File: src/rtl/sync_fifo_addr_gen_pkg.sv
// -----------------------------------------------------------------------------
// sync_fifo_addr_gen_pkg
// Shared sync FIFO settings: the default depth and the pointer-width helper
// that both this address generator and the flag comparator use.
// Optional build switch used by the address generator: SYNC_FIFO_ERR_FLAGS_EN.
// -----------------------------------------------------------------------------
package sync_fifo_addr_gen_pkg;

   localparam int SYNC_FIFO_DEPTH_DEF = 16;

   // Pointer width: memory address bits plus one wrap bit.
   function automatic int ptr_width(input int depth);
      return $clog2(depth) + 1;
   endfunction

endpackage

File: src/rtl/sync_fifo_addr_gen_if.sv
// -----------------------------------------------------------------------------
// sync_fifo_addr_gen_if
// Handshake/status/address bundle between the FIFO control logic and the
// address generator.
//   slave  : address generator view (i_* in, o_*/addr out)
//   master : driver/observer view
// -----------------------------------------------------------------------------
interface sync_fifo_addr_gen_if #(
   parameter int ADDR_WIDTH = 4
);
   logic                  i_valid_s;
   logic                  i_ready_m;
   logic                  i_flush;
   logic                  i_wr_ok;
   logic                  i_rd_ok;
   logic                  o_wr_en;
   logic                  o_rd_en;
   logic [ADDR_WIDTH:0]   wr_addr;
   logic [ADDR_WIDTH:0]   rd_addr;
   logic [ADDR_WIDTH-1:0] o_mem_wr_addr;
   logic [ADDR_WIDTH-1:0] o_mem_rd_addr;
   logic [ADDR_WIDTH:0]   o_count;
   logic                  o_overflow;
   logic                  o_underflow;

   modport slave (
      input  i_valid_s, i_ready_m, i_flush, i_wr_ok, i_rd_ok,
      output o_wr_en, o_rd_en, wr_addr, rd_addr, o_mem_wr_addr,
             o_mem_rd_addr, o_count, o_overflow, o_underflow
   );

   modport master (
      output i_valid_s, i_ready_m, i_flush, i_wr_ok, i_rd_ok,
      input  o_wr_en, o_rd_en, wr_addr, rd_addr, o_mem_wr_addr,
             o_mem_rd_addr, o_count, o_overflow, o_underflow
   );
endinterface

File: src/rtl/sync_fifo_ptr_cnt.sv
// -----------------------------------------------------------------------------
// sync_fifo_ptr_cnt
// Free-running wrap-around pointer counter (wraps modulo 2**WIDTH).
// Ports:
//   clk      rising-edge clock
//   reset_n  asynchronous active-low reset
//   i_inc    advance by one on the next edge
//   i_clr    synchronous clear, higher priority than i_inc
//   o_cnt    current pointer value
// -----------------------------------------------------------------------------
module sync_fifo_ptr_cnt #(
   parameter int WIDTH = 5
) (
   input  logic             clk,
   input  logic             reset_n,
   input  logic             i_inc,
   input  logic             i_clr,
   output logic [WIDTH-1:0] o_cnt
);

   logic [WIDTH-1:0] r_cnt;

   always_ff @(posedge clk or negedge reset_n) begin
      if (!reset_n)
         r_cnt <= '0;
      else if (i_clr)
         r_cnt <= '0;
      else if (i_inc)
         r_cnt <= r_cnt + 1'b1;
   end

   assign o_cnt = r_cnt;

endmodule

File: src/rtl/sync_fifo_addr_gen.sv
// -----------------------------------------------------------------------------
// sync_fifo_addr_gen
// Pointer stage of the sync FIFO: turns write/read handshakes into memory
// strobes and addresses, keeps wrap-bit pointers for the flag comparator and
// a registered occupancy count, and supports a synchronous flush.
// Optional macro SYNC_FIFO_ERR_FLAGS_EN adds sticky overflow/underflow flags;
// without it o_overflow/o_underflow are tied to 0.
// Ports:
//   clk      rising-edge clock
//   reset_n  asynchronous active-low reset
//   bus      sync_fifo_addr_gen_if.slave: i_valid_s, i_ready_m, i_flush,
//            i_wr_ok, i_rd_ok in; o_wr_en, o_rd_en, wr_addr, rd_addr,
//            o_mem_wr_addr, o_mem_rd_addr, o_count, o_overflow, o_underflow out
// -----------------------------------------------------------------------------
module sync_fifo_addr_gen
   import sync_fifo_addr_gen_pkg::*;
#(
   parameter int FIFO_DEPTH = SYNC_FIFO_DEPTH_DEF,
   parameter int ADDR_WIDTH = $clog2(FIFO_DEPTH)
) (
   input  logic                 clk,
   input  logic                 reset_n,
   sync_fifo_addr_gen_if.slave  bus
);

   localparam int                PTR_W  = ptr_width(FIFO_DEPTH);
   localparam logic [PTR_W-1:0]  C_FULL = PTR_W'(FIFO_DEPTH);

   logic [PTR_W-1:0] r_count;
   logic [PTR_W-1:0] w_wr_ptr;
   logic [PTR_W-1:0] w_rd_ptr;
   logic             w_wr_en;
   logic             w_rd_en;

   // Local count guards keep the strobes safe even if comparator status lags.
   // A write at full is still allowed when a read frees a slot the same cycle.
   assign w_rd_en = bus.i_ready_m & bus.i_rd_ok & ~bus.i_flush & (r_count != '0);
   assign w_wr_en = bus.i_valid_s & bus.i_wr_ok & ~bus.i_flush &
                    ((r_count != C_FULL) | w_rd_en);

   sync_fifo_ptr_cnt #(.WIDTH(PTR_W)) u_wr_ptr (
      .clk     (clk),
      .reset_n (reset_n),
      .i_inc   (w_wr_en),
      .i_clr   (bus.i_flush),
      .o_cnt   (w_wr_ptr)
   );

   sync_fifo_ptr_cnt #(.WIDTH(PTR_W)) u_rd_ptr (
      .clk     (clk),
      .reset_n (reset_n),
      .i_inc   (w_rd_en),
      .i_clr   (bus.i_flush),
      .o_cnt   (w_rd_ptr)
   );

   always_ff @(posedge clk or negedge reset_n) begin
      if (!reset_n)
         r_count <= '0;
      else if (bus.i_flush)
         r_count <= '0;
      else begin
         case ({w_wr_en, w_rd_en})
            2'b10:   r_count <= r_count + 1'b1;
            2'b01:   r_count <= r_count - 1'b1;
            default: r_count <= r_count;
         endcase
      end
   end

`ifdef SYNC_FIFO_ERR_FLAGS_EN
   logic r_overflow;
   logic r_underflow;

   // Sticky: any refused request (not masked by flush) latches until flush/reset.
   always_ff @(posedge clk or negedge reset_n) begin
      if (!reset_n) begin
         r_overflow  <= 1'b0;
         r_underflow <= 1'b0;
      end else if (bus.i_flush) begin
         r_overflow  <= 1'b0;
         r_underflow <= 1'b0;
      end else begin
         if (bus.i_valid_s && !w_wr_en)
            r_overflow <= 1'b1;
         if (bus.i_ready_m && !w_rd_en)
            r_underflow <= 1'b1;
      end
   end

   assign bus.o_overflow  = r_overflow;
   assign bus.o_underflow = r_underflow;
`else
   assign bus.o_overflow  = 1'b0;
   assign bus.o_underflow = 1'b0;
`endif

   assign bus.o_wr_en       = w_wr_en;
   assign bus.o_rd_en       = w_rd_en;
   assign bus.wr_addr       = w_wr_ptr;
   assign bus.rd_addr       = w_rd_ptr;
   assign bus.o_mem_wr_addr = w_wr_ptr[ADDR_WIDTH-1:0];
   assign bus.o_mem_rd_addr = w_rd_ptr[ADDR_WIDTH-1:0];
   assign bus.o_count       = r_count;

endmodule

File: src/flat_wrapper.sv
// flat-port wrapper written by rule: the top's interface ports become plain ports
module sync_fifo_addr_gen_flat import sync_fifo_addr_gen_pkg::*;
#(
   parameter int FIFO_DEPTH = SYNC_FIFO_DEPTH_DEF,
   parameter int ADDR_WIDTH = $clog2(FIFO_DEPTH)
)
  (clk, reset_n, bus_i_valid_s, bus_i_ready_m, bus_i_flush, bus_i_wr_ok, bus_i_rd_ok, bus_o_wr_en, bus_o_rd_en, bus_wr_addr, bus_rd_addr, bus_o_mem_wr_addr, bus_o_mem_rd_addr, bus_o_count, bus_o_overflow, bus_o_underflow);
  sync_fifo_addr_gen_if #(.ADDR_WIDTH(ADDR_WIDTH)) bus_i ();
  input  logic clk;
  input  logic reset_n;
  input wire logic [$bits(bus_i.i_valid_s)-1:0] bus_i_valid_s;
  input wire logic [$bits(bus_i.i_ready_m)-1:0] bus_i_ready_m;
  input wire logic [$bits(bus_i.i_flush)-1:0] bus_i_flush;
  input wire logic [$bits(bus_i.i_wr_ok)-1:0] bus_i_wr_ok;
  input wire logic [$bits(bus_i.i_rd_ok)-1:0] bus_i_rd_ok;
  output wire logic [$bits(bus_i.o_wr_en)-1:0] bus_o_wr_en;
  output wire logic [$bits(bus_i.o_rd_en)-1:0] bus_o_rd_en;
  output wire logic [$bits(bus_i.wr_addr)-1:0] bus_wr_addr;
  output wire logic [$bits(bus_i.rd_addr)-1:0] bus_rd_addr;
  output wire logic [$bits(bus_i.o_mem_wr_addr)-1:0] bus_o_mem_wr_addr;
  output wire logic [$bits(bus_i.o_mem_rd_addr)-1:0] bus_o_mem_rd_addr;
  output wire logic [$bits(bus_i.o_count)-1:0] bus_o_count;
  output wire logic [$bits(bus_i.o_overflow)-1:0] bus_o_overflow;
  output wire logic [$bits(bus_i.o_underflow)-1:0] bus_o_underflow;
  assign bus_i.i_valid_s = bus_i_valid_s;
  assign bus_i.i_ready_m = bus_i_ready_m;
  assign bus_i.i_flush = bus_i_flush;
  assign bus_i.i_wr_ok = bus_i_wr_ok;
  assign bus_i.i_rd_ok = bus_i_rd_ok;
  assign bus_o_wr_en = bus_i.o_wr_en;
  assign bus_o_rd_en = bus_i.o_rd_en;
  assign bus_wr_addr = bus_i.wr_addr;
  assign bus_rd_addr = bus_i.rd_addr;
  assign bus_o_mem_wr_addr = bus_i.o_mem_wr_addr;
  assign bus_o_mem_rd_addr = bus_i.o_mem_rd_addr;
  assign bus_o_count = bus_i.o_count;
  assign bus_o_overflow = bus_i.o_overflow;
  assign bus_o_underflow = bus_i.o_underflow;
  sync_fifo_addr_gen #(.FIFO_DEPTH(FIFO_DEPTH), .ADDR_WIDTH(ADDR_WIDTH)) u_core (.clk(clk), .reset_n(reset_n), .bus(bus_i));
endmodule
File: config.mk
export PLATFORM = sky130hd
export DESIGN_NAME = sync_fifo_addr_gen_flat
export DESIGN_NICKNAME = d
export VERILOG_FILES = /design/src/rtl/sync_fifo_addr_gen_pkg.sv /design/src/rtl/sync_fifo_addr_gen_if.sv /design/src/rtl/sync_fifo_ptr_cnt.sv /design/src/rtl/sync_fifo_addr_gen.sv /design/src/flat_wrapper.sv
export SDC_FILE = /design/constraint.sdc
export NUM_CORES = 1
export LEC_CHECK = 0
export ABC_CLOCK_PERIOD_IN_PS = 2710
export BUFFER_PORTS_ARGS = -buffer_cell sky130_fd_sc_hd__buf_2
export CAP_MARGIN = 20
export CORE_UTILIZATION = 49
export DETAILED_ROUTE_END_ITERATION = 8
export GPL_ROUTABILITY_DRIVEN = 1
export PLACE_DENSITY_LB_ADDON = 0.12
export SETUP_SLACK_MARGIN = 0.15
export SYNTH_ARGS = -nofsm -noshare
export SYNTH_HDL_FRONTEND = slang
export SYNTH_SLANG_ARGS = --single-unit
File: constraint.sdc
create_clock -name clk -period 2.71 [get_ports clk]
set_clock_uncertainty 0.1 [all_clocks]
set_input_delay 0.1355 -clock clk [delete_from_list [all_inputs] [get_ports clk]]
set_output_delay 0.1355 -clock clk [all_outputs]
set_load 0.03 [all_outputs]
==> results_dict.tcl <==
set metrics [dict create \
    status "complete, no violations" \
    worst_ep_arrival_time_ns 2.44 \
    ys_types 31 \
    synthCells 101 \
    netlist_area_um2 1040 \
    synth_top_area_cell "dfrtp_1" \
    n_fill_cell 169 \
    drt_iter0_markers 11 \
    num_rows 16 \
    numCtsBuffers 3 \
    die_w_um 48.2 \
    grt_pass1_wl_um 2980 \
    coreArea_um2 1980 \
    diodes 0 \
    p_leak_nw 0.657 \
    drc 0 \
    grtUsageTotal_pct 19.0 \
    initial_utilization_pct 52.7 \
    multi_input_area_um2 584 \
    cp.required_ns 2.78 \
    post_dp_cell_area_um2 1180 \
    drtPass1Iterations 4 \
    clock_sinks 15 \
    setup_viol 0 \
    synth_area_leaders "dfrtp_1 (36%), buf_4 (7.2%), xor2_1 (6.7%)" \
    total_power_uw 868 \
    clock-root-buffer "clkbuf_4" \
    vias 795 \
    antenna_left 0 \
    place.port_buffers 31 \
    place_inst 150 \
    grt_max_degree 18 \
    viasPerCell 5.00 \
    fin_setup_tns_ns 0 \
    synthArstFlopShare_pct 100 \
    antenna_found_initial 0 \
    crit_path_start_kind "flop" \
    cts.path.max_buffers 2 \
    htreeDepth 1 \
    ys_seq_area_share_pct 35.9 \
    yosys.cell_count.top_type "dfrtp_1" \
    yosys_warnings 0 \
    syn_area_per_cell_um2 10.3 \
    dp_slack_ns 0.326 \
    cts_tree "yes" \
    path_class "reg2reg" \
    synth-edff-count 0 \
    cp-end-kind "flop" \
    postRouteWirelength_um 1930 \
    fin_crit_sh_pct 87.5 \
    die_area_um2 2320 \
    drive_gt1_share_pct 44.7 \
    synth_common_cells "dfrtp_1 (15), nor2_1 (13), buf_4 (10)" \
    die_y_um 48.2 \
    grt_setup_unrepaired "false" \
    areaGrowthSynthToFinish_pct 19.5 \
    grt.overflow.total 0 \
    grt_pass1_vias 678 \
    ys_ff_latch 15 \
    pin_count 34 \
    seqCellArea_um2 379 \
    wl_per_cell_um 12.2 \
    stdcell_area_um2 1250 \
    clock.fmax_ghz 0.422 \
    drv_slew 0 \
    p_per_area_nw_per_um2 695 \
    stdcell_count 159 \
    hpwl_um 1480 \
    setup_slack_ns 0.339 \
    layout.nets 146 \
    hp-class "in2reg" \
    clkTransAtPathRegs_ns 0.08 \
    post-route-min-period_ns 2.37 \
    clkLatencyLatePin_ns 0.28 \
    postCtsResizedCells 0 \
    final-hold-violation-count 0 \
    synthFlopType "dfrtp_1" \
    synth_top_area_share_pct 35.9 \
    critPathMaxFanout 6 \
    gp_congestion 0.808 \
    peakVddDrop_mv 0.326 \
    max_cap_violations 0 \
]
-- repair_timing --
item | 4_1_cts | 5_1_grt
endpoints found under the hold margin | 15 | 0
setup endpoints to repair | 0 | 1
hold buffers | 1 | 0
setup buffers | 0 | 4
-- cell usage in the layout (no fill, tap or decap), types with 2 or more instances in the layout --
cell type,instances
nor2_1,13
clkbuf_4,3
buf_4,6
mux2i_1,3
mux2_4,4
o211ai_1,2
nand4_1,4
o21ai_0,3
and3b_1,2
conb_1,2
nand2b_1,4
xor2_1,8
nand2_1,5
a21oi_2,2
ha_1,5
buf_2,31
dfrtp_2,3
dfrtp_1,12
inv_1,3
-- path summary, 6_finish.rpt --
path / start / end / slack (ns) / depth (start not counted)
setup / recovery: u_core.bus.o_count[0] / u_core.bus.o_count[3] / 0.34 / 10
hold / removal: bus_i_flush / u_core.u_wr_ptr.o_cnt[2] / 0.17 / 3
setup reg to reg: u_core.bus.o_count[0] / u_core.bus.o_count[3] / 0.34 / 10
hold reg to reg: u_core.u_rd_ptr.o_cnt[4] / u_core.u_rd_ptr.o_cnt[4] / 0.45 / 2
max in group asynchronous: reset_n / u_core.bus.o_count[0] / 2.06 / 2
min in group asynchronous: reset_n / u_core.u_wr_ptr.o_cnt[3] / 0.19 / 2
-- critical path, cell delays in order (launching register included) --
cell,delay [ns]
dfrtp_2,0.46
nor4_4,0.36
a21oi_4,0.13
nand2_2,0.10
inv_2,0.05
ha_1,0.28
a21o_2,0.20
a21oi_2,0.12
xor2_1,0.14
nor2_1,0.05
mux2_4,0.26
-- final cells by class --
type,count,share of cell area [%]
Clock buffer,4,2.10
Inverter,4,1.20
Multi-Input combinational cell,71,46.8
Sequential cell,15,30.4
Tap cell,27,2.71
Timing Repair Buffer,38,16.8
-- power breakdown --
part	leakage, nW	internal (mW)	switching [mW]
Clock	0.0150	0.0571	0.0667
Sequential	0.200	0.261	0.0613
Combinational	0.442	0.177	0.245
Total	0.657	0.495	0.373
-- cell families after synthesis --
group	synth area share [%]
and+or+nand+nor	19.5
buffers and inverters	9.46
DFF	35.9
AOI/OAI and AO/OA	10.4
xor gates and xnor gates	6.71
muxes	9.70
adders and majority gates	7.90
other	0.359
-- layer usage --
layer	track usage, %	routed length, um
met3	4.81	82
met5	0	0
met2	31.2	976
met1	23.0	830
met4	9.44	44
-- sequential cells by signal, summed over array words and instances (netlist names) --
register / flops
u_core.bus.o_count: 5
u_core.u_wr_ptr.o_cnt: 5
u_core.u_rd_ptr.o_cnt: 5
-- metrics by stage --
stage | utilization (%) | hold slack, ns
after floorplan | - | -0.260
after global placement | 59.7 | -0.0443
after detailed placement | 59.7 | -0.0470
after CTS | 61.5 | 0.171
after global routing | 63.0 | 0.179
final | 63.0 | 0.167
(Power assumes the default switching activity.)
